### src/rtl/alu_byte_sequencer.sv
// Byte-stream front end for the tp1 ALU: collects operand A, operand B and opcode bytes,
// holds them on the ALU inputs, then offers the registered result on a valid/ready byte port.
module alu_byte_sequencer #(
    parameter int unsigned LEN_DATO = 8,
    parameter int unsigned LEN_OP   = 6
) (
    input  logic                i_clock,
    input  logic                i_reset,
    input  logic [7:0]          i_rx_data,
    input  logic                i_rx_valid,
    output logic [LEN_DATO-1:0] o_dato_a,
    output logic [LEN_DATO-1:0] o_dato_b,
    output logic [LEN_OP-1:0]   o_op_code,
    input  logic [LEN_DATO-1:0] i_resultado,
    output logic [7:0]          o_tx_data,
    input  logic                i_tx_ready,
    output logic                o_tx_valid,
    output logic                o_busy,
    output logic                o_err
);

    localparam logic [LEN_OP-1:0] OP_ADD = LEN_OP'(6'b100000);
    localparam logic [LEN_OP-1:0] OP_SUB = LEN_OP'(6'b100010);
    localparam logic [LEN_OP-1:0] OP_AND = LEN_OP'(6'b100100);
    localparam logic [LEN_OP-1:0] OP_OR  = LEN_OP'(6'b100101);
    localparam logic [LEN_OP-1:0] OP_XOR = LEN_OP'(6'b100110);
    localparam logic [LEN_OP-1:0] OP_NOR = LEN_OP'(6'b100111);
    localparam logic [LEN_OP-1:0] OP_SRA = LEN_OP'(6'b000011);
    localparam logic [LEN_OP-1:0] OP_SRL = LEN_OP'(6'b000010);

    typedef enum logic [2:0] {
        S_A,
        S_B,
        S_OP,
        S_CALC,
        S_SEND
    } state_t;

    state_t                r_state;
    state_t                w_state_next;
    logic [LEN_DATO-1:0]   r_dato_a;
    logic [LEN_DATO-1:0]   w_dato_a_next;
    logic [LEN_DATO-1:0]   r_dato_b;
    logic [LEN_DATO-1:0]   w_dato_b_next;
    logic [LEN_OP-1:0]     r_op_code;
    logic [LEN_OP-1:0]     w_op_code_next;
    logic [7:0]            r_tx_data;
    logic [7:0]            w_tx_data_next;
    logic                  r_tx_valid;
    logic                  w_tx_valid_next;
    logic                  r_busy;
    logic                  w_busy_next;
    logic                  r_err;
    logic                  w_err_next;
    logic [LEN_OP-1:0]     w_rx_op;
    logic                  w_op_legal;

    // Opcode legality check on the incoming byte
    always_comb begin
        w_rx_op    = i_rx_data[LEN_OP-1:0];
        w_op_legal = 1'b0;
        case (w_rx_op)
            OP_ADD, OP_SUB, OP_AND, OP_OR,
            OP_XOR, OP_NOR, OP_SRA, OP_SRL: w_op_legal = 1'b1;
            default:                        w_op_legal = 1'b0;
        endcase
    end

    always_ff @(posedge i_clock or negedge i_reset) begin
        if (!i_reset) begin
            r_state <= S_A;
        end else begin
            r_state <= w_state_next;
        end
    end

    // Next state and next register values; bytes arriving in S_CALC/S_SEND fall through untouched
    always_comb begin
        w_state_next    = r_state;
        w_dato_a_next   = r_dato_a;
        w_dato_b_next   = r_dato_b;
        w_op_code_next  = r_op_code;
        w_tx_data_next  = r_tx_data;
        w_tx_valid_next = r_tx_valid;
        w_err_next      = 1'b0;

        case (r_state)
            S_A: begin
                if (i_rx_valid) begin
                    w_dato_a_next = i_rx_data[LEN_DATO-1:0];
                    w_state_next  = S_B;
                end
            end
            S_B: begin
                if (i_rx_valid) begin
                    w_dato_b_next = i_rx_data[LEN_DATO-1:0];
                    w_state_next  = S_OP;
                end
            end
            S_OP: begin
                if (i_rx_valid) begin
                    if (w_op_legal) begin
                        w_op_code_next = w_rx_op;
                        w_state_next   = S_CALC;
                    end else begin
                        w_err_next = 1'b1;
                    end
                end
            end
            S_CALC: begin
                w_tx_data_next  = 8'(i_resultado);
                w_tx_valid_next = 1'b1;
                w_state_next    = S_SEND;
            end
            S_SEND: begin
                if (i_tx_ready) begin
                    w_tx_valid_next = 1'b0;
                    w_state_next    = S_A;
                end
            end
            default: begin
                w_state_next    = S_A;
                w_tx_valid_next = 1'b0;
            end
        endcase

        w_busy_next = (w_state_next == S_CALC) || (w_state_next == S_SEND);
    end

    always_ff @(posedge i_clock or negedge i_reset) begin
        if (!i_reset) begin
            r_dato_a   <= '0;
            r_dato_b   <= '0;
            r_op_code  <= OP_ADD;
            r_tx_data  <= '0;
            r_tx_valid <= 1'b0;
            r_busy     <= 1'b0;
            r_err      <= 1'b0;
        end else begin
            r_dato_a   <= w_dato_a_next;
            r_dato_b   <= w_dato_b_next;
            r_op_code  <= w_op_code_next;
            r_tx_data  <= w_tx_data_next;
            r_tx_valid <= w_tx_valid_next;
            r_busy     <= w_busy_next;
            r_err      <= w_err_next;
        end
    end

    assign o_dato_a   = r_dato_a;
    assign o_dato_b   = r_dato_b;
    assign o_op_code  = r_op_code;
    assign o_tx_data  = r_tx_data;
    assign o_tx_valid = r_tx_valid;
    assign o_busy     = r_busy;
    assign o_err      = r_err;

endmodule

### config.mk
export PLATFORM = sky130hd
export DESIGN_NAME = alu_byte_sequencer
export DESIGN_NICKNAME = d
export VERILOG_FILES = /design/src/rtl/alu_byte_sequencer.sv
export SDC_FILE = /design/constraint.sdc
export NUM_CORES = 1
export LEC_CHECK = 0
export ABC_AREA = 0
export BUFFER_PORTS_ARGS = -buffer_cell sky130_fd_sc_hd__buf_2
export CAP_MARGIN = 25
export CORE_MARGIN = 5
export CORE_UTILIZATION = 52
export DETAILED_ROUTE_END_ITERATION = 8
export PLACE_DENSITY = 0.83
export SYNTH_ARGS = -nofsm -noshare
export SYNTH_HDL_FRONTEND = slang
export SYNTH_SLANG_ARGS = --single-unit
### constraint.sdc
create_clock -name i_clock -period 2.65 [get_ports i_clock]
set_clock_uncertainty 0.05 [all_clocks]
set_input_delay 0.3975 -clock i_clock [delete_from_list [all_inputs] [get_ports i_clock]]
set_output_delay 0.3975 -clock i_clock [all_outputs]
set_load 0.02 [all_outputs]
==> results.txt, run 1 <==
Gr ovfl total: 0
Met3 Resource Use GR: 0.0737
Die W: 62.9 um
Synth area leaders: dfrtp_1 60%, mux2_2 22%, nand4bb_4 1.9%
Die area: 0.00395 mm^2
Largest net degree at the start of global routing: 37
Yosys top cell area share: 0.603
Post-Route WL: 2850 um
Clock transition at the registers of the reported paths: 110 ps
Core Area: 0.00271 mm^2
Worst Tran Pin Value: 784 ps
Max Cap Violations: 0
GP Congestion: 0.720
Die H: 62.9 um
Syn_nets: 113
Layout cells sized above 1: 0.633
DR DRC count: 0
Yosys warnings: 0
Setup TNS Final: 0 ps
Cts bufs inserted: 5
Clock tree buffer depth: 2
Worst setup EP type: register
Drt first pass iters: 4
First-pass GRT wire length: 5000 um
Layout fillers: 219
Final nets: 169
Final worst slack: 927 ps
Met1 GRT Util: 0.179
RSZ-0062 raised after global routing: false
Initial Util: 0.536
Max Slew Vio Count: 0
Clk_lat worst skew: 340 ps
Fin area: 0.00179 mm^2
Met2 Track Usage GR: 0.277
Non-filler instance count after layout: 181
Synthesized area: 0.00145 mm^2
Largest fanout on the critical path: 9
VDD IR max: 0.875 mV
Most common cell after layout, fill and taps aside: buf_2
Status: finished, final reports clean
Gr usage total: 0.165
Post-synth cell types: 24
Area of the multi-input gates: 527 um^2
Final hold violations: 0
I/O pin total: 53
Crit Path Category: register to register
Area grow syn2layout: 23.2%
FMAX: 580 MHz
Vias post-DR: 930
Post-DR vias/cell: 5.14
Vias in the first global route: 1044
DP Area: 0.00173 mm^2
Sequential Area: 902 um^2
Setup Buffers After CTS: 0
Startpoint Class: register
DR WL/cell: 15.7 um
CTS Root Cell: clkbuf_4
Post-route minimum period: 1720 ps
Hold-fix buffers, CTS: 0
Commonest non-fill, non-tap cells in the layout: 52 x buf_2, 35 x dfrtp_1, 28 x mux2_2
PortBufs: 52
TritonCTS clock tree: built
Sequential area share after synthesis: 0.621
H-Tree Depth: 2
Sink Count: 36
Headroom to the max-slew limit: 0.478
HPWL reported at the end of detailed placement: 2170 um
FF+latch count, synth: 36
Cell Pwr Density: 1270 mW/mm^2
Most Crowded Layer GR: met2
Post-synth top area cell: dfrtp_1
HP Class: input port to asynchronous set/reset pin
Row count: 19
Antenna violations before repair: 0
Post-Syn Instances: 93
1st-iter DRT viols: 54
Antenna viol nets, final: 0
Mapped Avg Cell Area: 15.6 um^2
WP data arrival: 1900 ps
Static Leak: 0.882 nW
Placed instance count: 173
Fin crit share: 0.650
Post-CTS sizing: 0
Diode count: 0
Setup slack after placement: 907 ps
# setup viols final: 0
Data required time at the worst endpoint: 2820 ps
-- where the power goes --
part,internal (mW),switching [mW],leakage (nW)
combinational,0.445,0.555,0.407
sequential,0.806,0.161,0.437
clock,0.126,0.177,0.0380
-- registers in the layout, indices dropped and copies added, names as in the netlist --
| signal | cells |
|---|---|
| o_dato_a | 8 |
| o_dato_b | 8 |
| o_tx_data | 8 |
| o_op_code | 6 |
| r_state | 3 |
| o_busy | 1 |
| o_err | 1 |
| o_tx_valid | 1 |
-- layout make-up --
class | count | share of cell area
Clock buffer | 6 | 0.0287
Clock inverter | 2 | 0.00559
Multi-Input combinational cell | 54 | 0.294
Sequential cell | 36 | 0.504
Tap cell | 31 | 0.0217
Timing Repair Buffer | 52 | 0.145
-- critical path, cell delays in order (launching register included) --
cell       delay (ps)
dfrtp_1           510
nand4bb_4         300
nor4_4            360
mux2_2            390
-- final timing paths --
kind	from	endpoint	slack [ps]	cells after the start
worst max-delay path	r_state[0]	o_op_code[0]	930	3
worst min-delay path	i_reset	o_dato_b[3]	80	1
worst max register to register	r_state[0]	o_op_code[0]	930	3
worst min register to register	o_op_code[3]	o_op_code[3]	450	1
max in group asynchronous	i_reset	r_state[1]	1970	1
min in group i_clock	i_resultado[2]	o_tx_data[2]	230	2
-- cells by family (layout without fill, tap and decap cells) --
kind of cell              after synthesis  after routing  share of synthesized area
AOI/OAI and AO/OA                       5              5                     0.0241
xor gates and xnor gates                1              1                    0.00603
buffers and inverters                   3             60                     0.0164
DFF                                    36             36                      0.621
muxes                                  28             28                      0.217
and+or+nand+nor                        20             20                      0.115
-- metal layers --
| metal | vias to the layer above | share of wire | wire (um) |
|---|---|---|---|
| met5 | - | 0 | 0 |
| met1 | 461 | 0.39 | 1120 |
| met2 | 25 | 0.53 | 1520 |
| li1 | 440 | - | - |
| met4 | 0 | 0.020 | 56 |
| met3 | 4 | 0.053 | 152 |
-- Yosys cell counts --
master / count
a21o_1: 1
nor3b_1: 1
nand2_1: 3
nand4bb_4: 1
nor3_1: 3
nor2b_1: 1
o21ai_0: 1
a22oi_2: 1
buf_6: 1
nor4_4: 1
or2_2: 1
nor2_2: 1
nand3b_1: 2
and2b_1: 1
nand2b_1: 2
a21oi_1: 2
buf_4: 1
nor4b_4: 1
dfrtp_1: 35
xnor2_1: 1
dfstp_2: 1
mux2_2: 28
buf_2: 1
nor2_1: 2
-- through the flow --
stage	util	hold slack (ps)	total power, mW
6_report	0.660	84.6	2.27
3_3_place_gp	0.638	417	1.95
3_5_place_dp	0.638	439	1.99
2_1_floorplan	-	51.9	1.66
5_1_grt	0.660	120	2.42
4_1_cts	0.660	95.7	2.29
Note: power is estimated with default switching activity, not from simulation.
==> run 2: changes to the inputs <==
CORE_UTILIZATION = 48   (was 52)
PLACE_DENSITY = 0.78   (was 0.83)
clock period = 1.6 ns   (was 2.65 ns; I/O delays follow)
==> run 2 against run 1 <==
  * Wire length is 5.8% higher
  * Via count is 9.7% higher
  * Total power is 80% higher
  * Global-route usage is 0.25 points lower
  * Worst hold slack worse by 11 ps
  * Non-clock buffer count is 12 higher
  * Sequential cell count stayed put
  * First-iteration DRC count is 19% lower
  * Final cell count is 7.7% higher
==> results.txt, run 2 (synthesis gave the netlist of run 1 again) <==
Status: finished, final reports clean (unchanged)
Static Leak: 0.957 nW (was 0.882 nW)
Final hold violations: 0 (unchanged)
Worst setup EP type: register (unchanged)
Crit Path Category: register to register (unchanged)
Gr ovfl total: 0 (unchanged)
H-Tree Depth: 2 (unchanged)
Vias post-DR: 1020 (was 930)
Post-Route WL: 3020 um (was 2850 um)
DR WL/cell: 15.5 um (was 15.7 um)
I/O pin total: 53 (unchanged)
Max Cap Violations: 0 (unchanged)
Antenna violations before repair: 0 (unchanged)
Delay of the slowest critical-path stage: 430 ps (was 510 ps)
1st-iter DRT viols: 44 (was 54)
DR DRC count: 0 (unchanged)
HPWL reported at the end of detailed placement: 2250 um (was 2170 um)
Core Area: 0.00298 mm^2 (was 0.00271 mm^2)
Fin crit share: 0.999 (was 0.650)
Startpoint Class: register (unchanged)
Final hold slack: 73.2 ps (was 84.6 ps)
Max Slew Vio Count: 0 (unchanged)
First-pass GRT wire length: 5100 um (was 5000 um)
Die H: 65.0 um (was 62.9 um)
PortBufs: 52 (unchanged)
Headroom to the max-slew limit: 0.710 (was 0.478)
Post-route minimum period: 1600 ps (was 1720 ps)
CTS Root Cell: clkbuf_4 (unchanged)
Crit path max-delay cell type: dfrtp_2 (was dfrtp_1)
Die area: 0.00423 mm^2 (was 0.00395 mm^2)
Sink Count: 36 (unchanged)
Worst Tran Pin Value: 435 ps (was 784 ps)
Commonest non-fill, non-tap cells in the layout: 52 x buf_2, 33 x dfrtp_1, 28 x mux2_2 (was 52 x buf_2, 35 x dfrtp_1, 28 x mux2_2)
Antenna viol nets, final: 0 (unchanged)
Placed instance count: 181 (was 173)
Layout cells sized above 1: 0.667 (was 0.633)
Clk_lat worst skew: 340 ps (about the same)
Largest fanout on the critical path: 6 (was 9)
Post-DR vias/cell: 5.23 (was 5.14)
Drt first pass iters: 3 (was 4)
FMAX: 625 MHz (was 580 MHz)
Most common cell after layout, fill and taps aside: buf_2 (unchanged)
Diode count: 0 (unchanged)
Area grow syn2layout: 33.1% (was 23.2%)
Final nets: 181 (was 169)
HP Class: input port to register (was input port to asynchronous set/reset pin)
Gr usage total: 0.162 (was 0.165)
Largest net degree at the start of global routing: 20 (was 37)
Cts bufs inserted: 5 (unchanged)
GP Congestion: 0.765 (was 0.720)
Vias in the first global route: 1056 (was 1044)
WP data arrival: 1780 ps (was 1900 ps)
Cell chain of the critical path: nand4bb_4 -> nor4_4 -> buf_4 -> mux2_2 (was nand4bb_4 -> nor4_4 -> mux2_2)
Initial Util: 0.488 (was 0.536)
Cell Pwr Density: 2120 mW/mm^2 (was 1270 mW/mm^2)
# setup viols final: 0 (unchanged)
Data required time at the worst endpoint: 1780 ps (was 2820 ps)
TritonCTS clock tree: built (unchanged)
Non-filler instance count after layout: 195 (was 181)
Clock tree buffer depth: 2 (unchanged)
Clock transition at the registers of the reported paths: 110 ps (about the same)
Setup TNS Final: 0 ps (unchanged)
Die W: 65.0 um (was 62.9 um)
RSZ-0062 raised after global routing: true (was false)
VDD IR max: 1.11 mV (was 0.875 mV)
Row count: 20 (was 19)
==> run 2: path summary, 6_finish.rpt <==
check                               start      endpoint  slack, ps  cells past startpoint
setup / recovery               r_state[2]  o_op_code[1]          1                      4
hold reg to reg              o_op_code[4]  o_op_code[4]        440                      1
hold / removal             i_resultado[7]  o_tx_data[7]         70                      2
setup reg to reg               r_state[2]  o_op_code[1]          1                      4
max in group asynchronous         i_reset  o_tx_data[1]        710                      3
min in group asynchronous         i_reset    r_state[0]        340                      2
==> run 2: cell type report <==
| class | count | area [um^2] |
|---|---|---|
| fillers | 235 | 1040 |
| well taps | 33 | 41.3 |
| clock buffers | 7 | 65.1 |
| multi-input cells | 54 | 527 |
| clock inverters | 1 | 30.0 |
| repair buffers | 64 | 365 |
| flip-flops and latches | 36 | 905 |
==> run 2: power breakdown <==
group          switching [mW]  leakage [nW]  internal (mW)
combinational           0.996         0.471          0.830
sequential              0.217         0.434           1.34
clock                   0.299        0.0515          0.415
==> run 2: timing repair <==
action,CTS,global route
resized for setup,1,1
hold endpoints to repair,16,0
setup endpoints to repair,3,4
hold buffers,1,0
gates cloned,0,0
pin swaps,0,1
setup buffers,0,5
==> run 2: metal layers <==
metal	wire length, um	vias up	share of wire	GRT usage
met4	71	0	0.024	0.101
li1	-	462	-	-
met5	0	-	0	0
met2	1640	24	0.54	0.277
met3	156	7	0.052	0.0433
met1	1150	527	0.38	0.179
==> run 2: worst max-delay path, delay by kind of cell (launching register included) <==
kind / cells / cell delay [ps]
buf+inv: 1 / 200
mux: 1 / 330
simple gates: 2 / 480
flops: 1 / 430
==> run 2: per-stage QoR <==
step            util  power (mW)  cell area, um^2  worst slack [ps]
2_1_floorplan      -        2.75             1450              69.5
3_3_place_gp   0.600        3.31             1790              68.1
3_5_place_dp   0.600        3.38             1790             -5.56
4_1_cts        0.636        4.10             1890              4.22
6_report       0.649        4.10             1930              1.01
5_1_grt        0.649        4.34             1930             -40.7
==> run 3: changes to the inputs <==
ABC_AREA = 1   (was 0)
CORE_UTILIZATION = 47   (was 48)
PLACE_DENSITY = 0.77   (was 0.78)
==> run 3 against run 2 <==
  * Die area down 1.5%
  * Clock power down 24%
  * Synthesized area down 3.9%
  * Clock-buffer cell count up 1
==> results.txt, run 3 <==
Main combinational cell family by area after synthesis: simple AND/OR/NAND/NOR gates (was multiplexers)
Cells on worst reg2reg path: 4 (unchanged)
Post-synth cell types: 19 (was 24)
GP Congestion: 0.709 (was 0.765)
Crit Path Category: register to register (unchanged)
Most common cell after layout, fill and taps aside: nand2_1 (was buf_2)
Post-synth top area cell: dfrtp_1 (unchanged)
Final nets: 226 (was 181)
Die W: 64.5 um (was 65.0 um)
Post-synth ARST share: 1.00 (unchanged)
PortBufs: 52 (unchanged)
Post-CTS sizing: 0 (was 1)
HPWL reported at the end of detailed placement: 2300 um (was 2250 um)
Setup TNS Final: 0 ps (unchanged)
Core Area: 0.00281 mm^2 (was 0.00298 mm^2)
DR WL/cell: 12.8 um (was 15.5 um)
Row count: 19 (was 20)
FMAX: 749 MHz (was 625 MHz)
1st-iter DRT viols: 41 (was 44)
Vias in the first global route: 1222 (was 1056)
VDD IR max: 1.05 mV (was 1.11 mV)
Clock transition at the registers of the reported paths: 100 ps (was 110 ps)
Status: finished, final reports clean (unchanged)
Cts bufs inserted: 5 (unchanged)
Yosys warnings: 0 (unchanged)
Post-Synth Adder-Cell Area: 0 (unchanged)
Most instantiated cells after synthesis: 53 x nand2_1, 35 x dfrtp_1, 16 x o21ai_1 (was 35 x dfrtp_1, 28 x mux2_2, 3 x nand2_1, 3 x nor3_1)
Max Slew Vio Count: 0 (unchanged)
Area grow syn2layout: 26.9% (was 33.1%)
I/O pin total: 53 (unchanged)
Antenna violations before repair: 0 (unchanged)
Startpoint Class: register (unchanged)
Setup Buffers After CTS: 0 (unchanged)
Cell Pwr Density: 2050 mW/mm^2 (was 2120 mW/mm^2)
Simple-Gate Fraction of Synth Area: 0.231 (was 0.115)
Commonest non-fill, non-tap cells in the layout: 53 x nand2_1, 52 x buf_2, 35 x dfrtp_1 (was 52 x buf_2, 33 x dfrtp_1, 28 x mux2_2)
Fin crit share: 0.834 (was 0.999)
Headroom to the max-slew limit: 0.712 (was 0.710)
XOR/XNOR Fraction of Synth Area: 0 (was 0.00603)
Worst hold stages: 3 (was 2)
FF+latch count, synth: 36 (unchanged)
Static Leak: 1.03 nW (was 0.957 nW)
Post-DR vias/cell: 4.86 (was 5.23)
Syn_nets: 167 (was 113)
Drt first pass iters: 6 (was 3)
Compound-Gate Fraction of Synth Area: 0.0654 (was 0.0241)
Power, Total: 3.64 mW (was 4.10 mW)
Largest net degree at the start of global routing: 20 (unchanged)
CTS Root Cell: clkbuf_4 (unchanged)
RR Endpoint: o_dato_a[7] (was o_op_code[1])
Largest fanout on the critical path: 17 (was 6)
HP Class: input port to register (unchanged)
Synth area leaders: dfrtp_1 63%, nand2_1 14%, o21ai_1 5.7% (was dfrtp_1 60%, mux2_2 22%, nand4bb_4 1.9%)
RR Startpoint: r_state[2] (unchanged)
Gr usage total: 0.166 (was 0.162)
Synthesized area: 0.00140 mm^2 (was 0.00145 mm^2)
RSZ-0062 raised after global routing: false (was true)
Hold Path Origin: i_resultado[7] (unchanged)
Antenna viol nets, final: 0 (unchanged)
Worst Tran Pin Value: 430 ps (was 435 ps)
Sink Count: 36 (unchanged)
DR DRC count: 0 (unchanged)
Initial Util: 0.498 (was 0.488)
Layout cells sized above 1: 0.357 (was 0.667)
Gr ovfl total: 0 (unchanged)
Yosys top cell area share: 0.627 (was 0.603)
H-Tree Depth: 2 (unchanged)
Die H: 64.5 um (was 65.0 um)
Clk_lat worst skew: 340 ps (about the same)
Hold EP: o_tx_data[7] (unchanged)
WP data arrival: 1510 ps (was 1780 ps)
Multiplexer area fraction after synthesis: 0 (was 0.217)
Worst setup EP type: register (unchanged)
First-pass GRT wire length: 5310 um (was 5100 um)
Most common cell in the netlist: nand2_1 (was dfrtp_1)
Max Cap Violations: 0 (unchanged)
Data required time at the worst endpoint: 1770 ps (was 1780 ps)
Die area: 0.00416 mm^2 (was 0.00423 mm^2)
Post-Syn Instances: 147 (was 93)
Reg-to-reg slack, setup: 270 ps (was 1 ps)
Mapped Avg Cell Area: 9.50 um^2 (was 15.6 um^2)
Diode count: 0 (unchanged)
Post-route minimum period: 1330 ps (was 1600 ps)
# setup viols final: 0 (unchanged)
Post-synth EDFFs: 0 (unchanged)
Main synth FF type: dfrtp_1 (unchanged)
Clock tree buffer depth: 2 (unchanged)
Sequential area share after synthesis: 0.646 (was 0.621)
TritonCTS clock tree: built (unchanged)
Vias post-DR: 1156 (was 1020)
Post-Route WL: 3050 um (was 3020 um)
Final hold violations: 0 (unchanged)
==> run 3: cell types whose count changed in the layout (fill, tap and decap cells not counted), sizes merged, moves of 2 or more <==
cell / previous run / this run
nand4: 0 / 2
nor2: 3 / 5
buf: 63 / 53
inv: 0 / 18
mux2: 28 / 0
nand3b: 2 / 0
nand2: 3 / 55
nand2b: 2 / 0
nand3: 0 / 8
o21ai: 1 / 16
==> run 3: cells by family (layout without fill, tap and decap cells) <==
group	Yosys count	count (layout)
AOI/OAI and AO/OA	18	18
buffers and inverters	20	80
DFF	36	36
and+or+nand+nor	73	73
==> run 3: what timing repair did <==
action	CTS	global route
endpoints found under the hold margin	17	0
hold buffers	1	0
endpoints found under the setup margin	0	0
==> run 3: how the worst max path moves through the flow <==
stage                          start            to  slack (ps)  cells after the start
final                     r_state[2]   o_dato_a[7]         270                      4
after global routing      r_state[1]  o_tx_data[3]         150                      5
after CTS                 r_state[1]   o_dato_a[7]         240                      4
after detailed placement  r_state[1]   o_dato_a[7]         260                      4
after global placement    r_state[1]   o_dato_a[3]         320                      4
after floorplan           r_state[2]   o_dato_b[6]         380                      5
==> run 3: report_power, final <==
group / leakage, nW / total [mW] / internal (mW) / switching, mW
combinational: 0.542 / 1.55 / 0.504 / 1.04
sequential: 0.447 / 1.55 / 1.32 / 0.226
clock: 0.0386 / 0.545 / 0.258 / 0.286
==> run 3: worst max-delay path, cell delays in order, from the launching register on <==
cell and delay, ps:
dfrtp_1 460, inv_2 120, nand4_2 330, nand2_1 170, o21ai_1 80
==> run 3: through the flow <==
stage | hold slack, ps | cells | instance area (um^2) | setup WS (ps) | utilization
final | 48.4 | 238 | 1770 | 266 | 0.632
after global routing | 27.4 | 238 | 1770 | 147 | 0.632
after CTS | 39.8 | 238 | 1770 | 239 | 0.632
after detailed placement | 153 | 229 | 1690 | 256 | 0.603
after global placement | 139 | 229 | 1690 | 321 | 0.603
after floorplan | -106 | 147 | 1400 | 379 | -
==> run 3: layout make-up <==
cell class                      instances  area [um^2]
Fill cell                             264         1030
Sequential cell                        36          902
Tap cell                               31         38.8
Inverter                               18         70.1
Timing Repair Buffer                   54          278
Multi-Input combinational cell         91          414
Clock buffer                            8         68.8
==> run 3: metal layers <==
metal / GRT usage / up-vias / routed length, um
met2: 0.267 / 41 / 1410
met3: 0.0725 / 7 / 231
met5: 0 / - / 0
met1: 0.202 / 530 / 1350
met4: 0.0554 / 0 / 68
li1: - / 578 / -
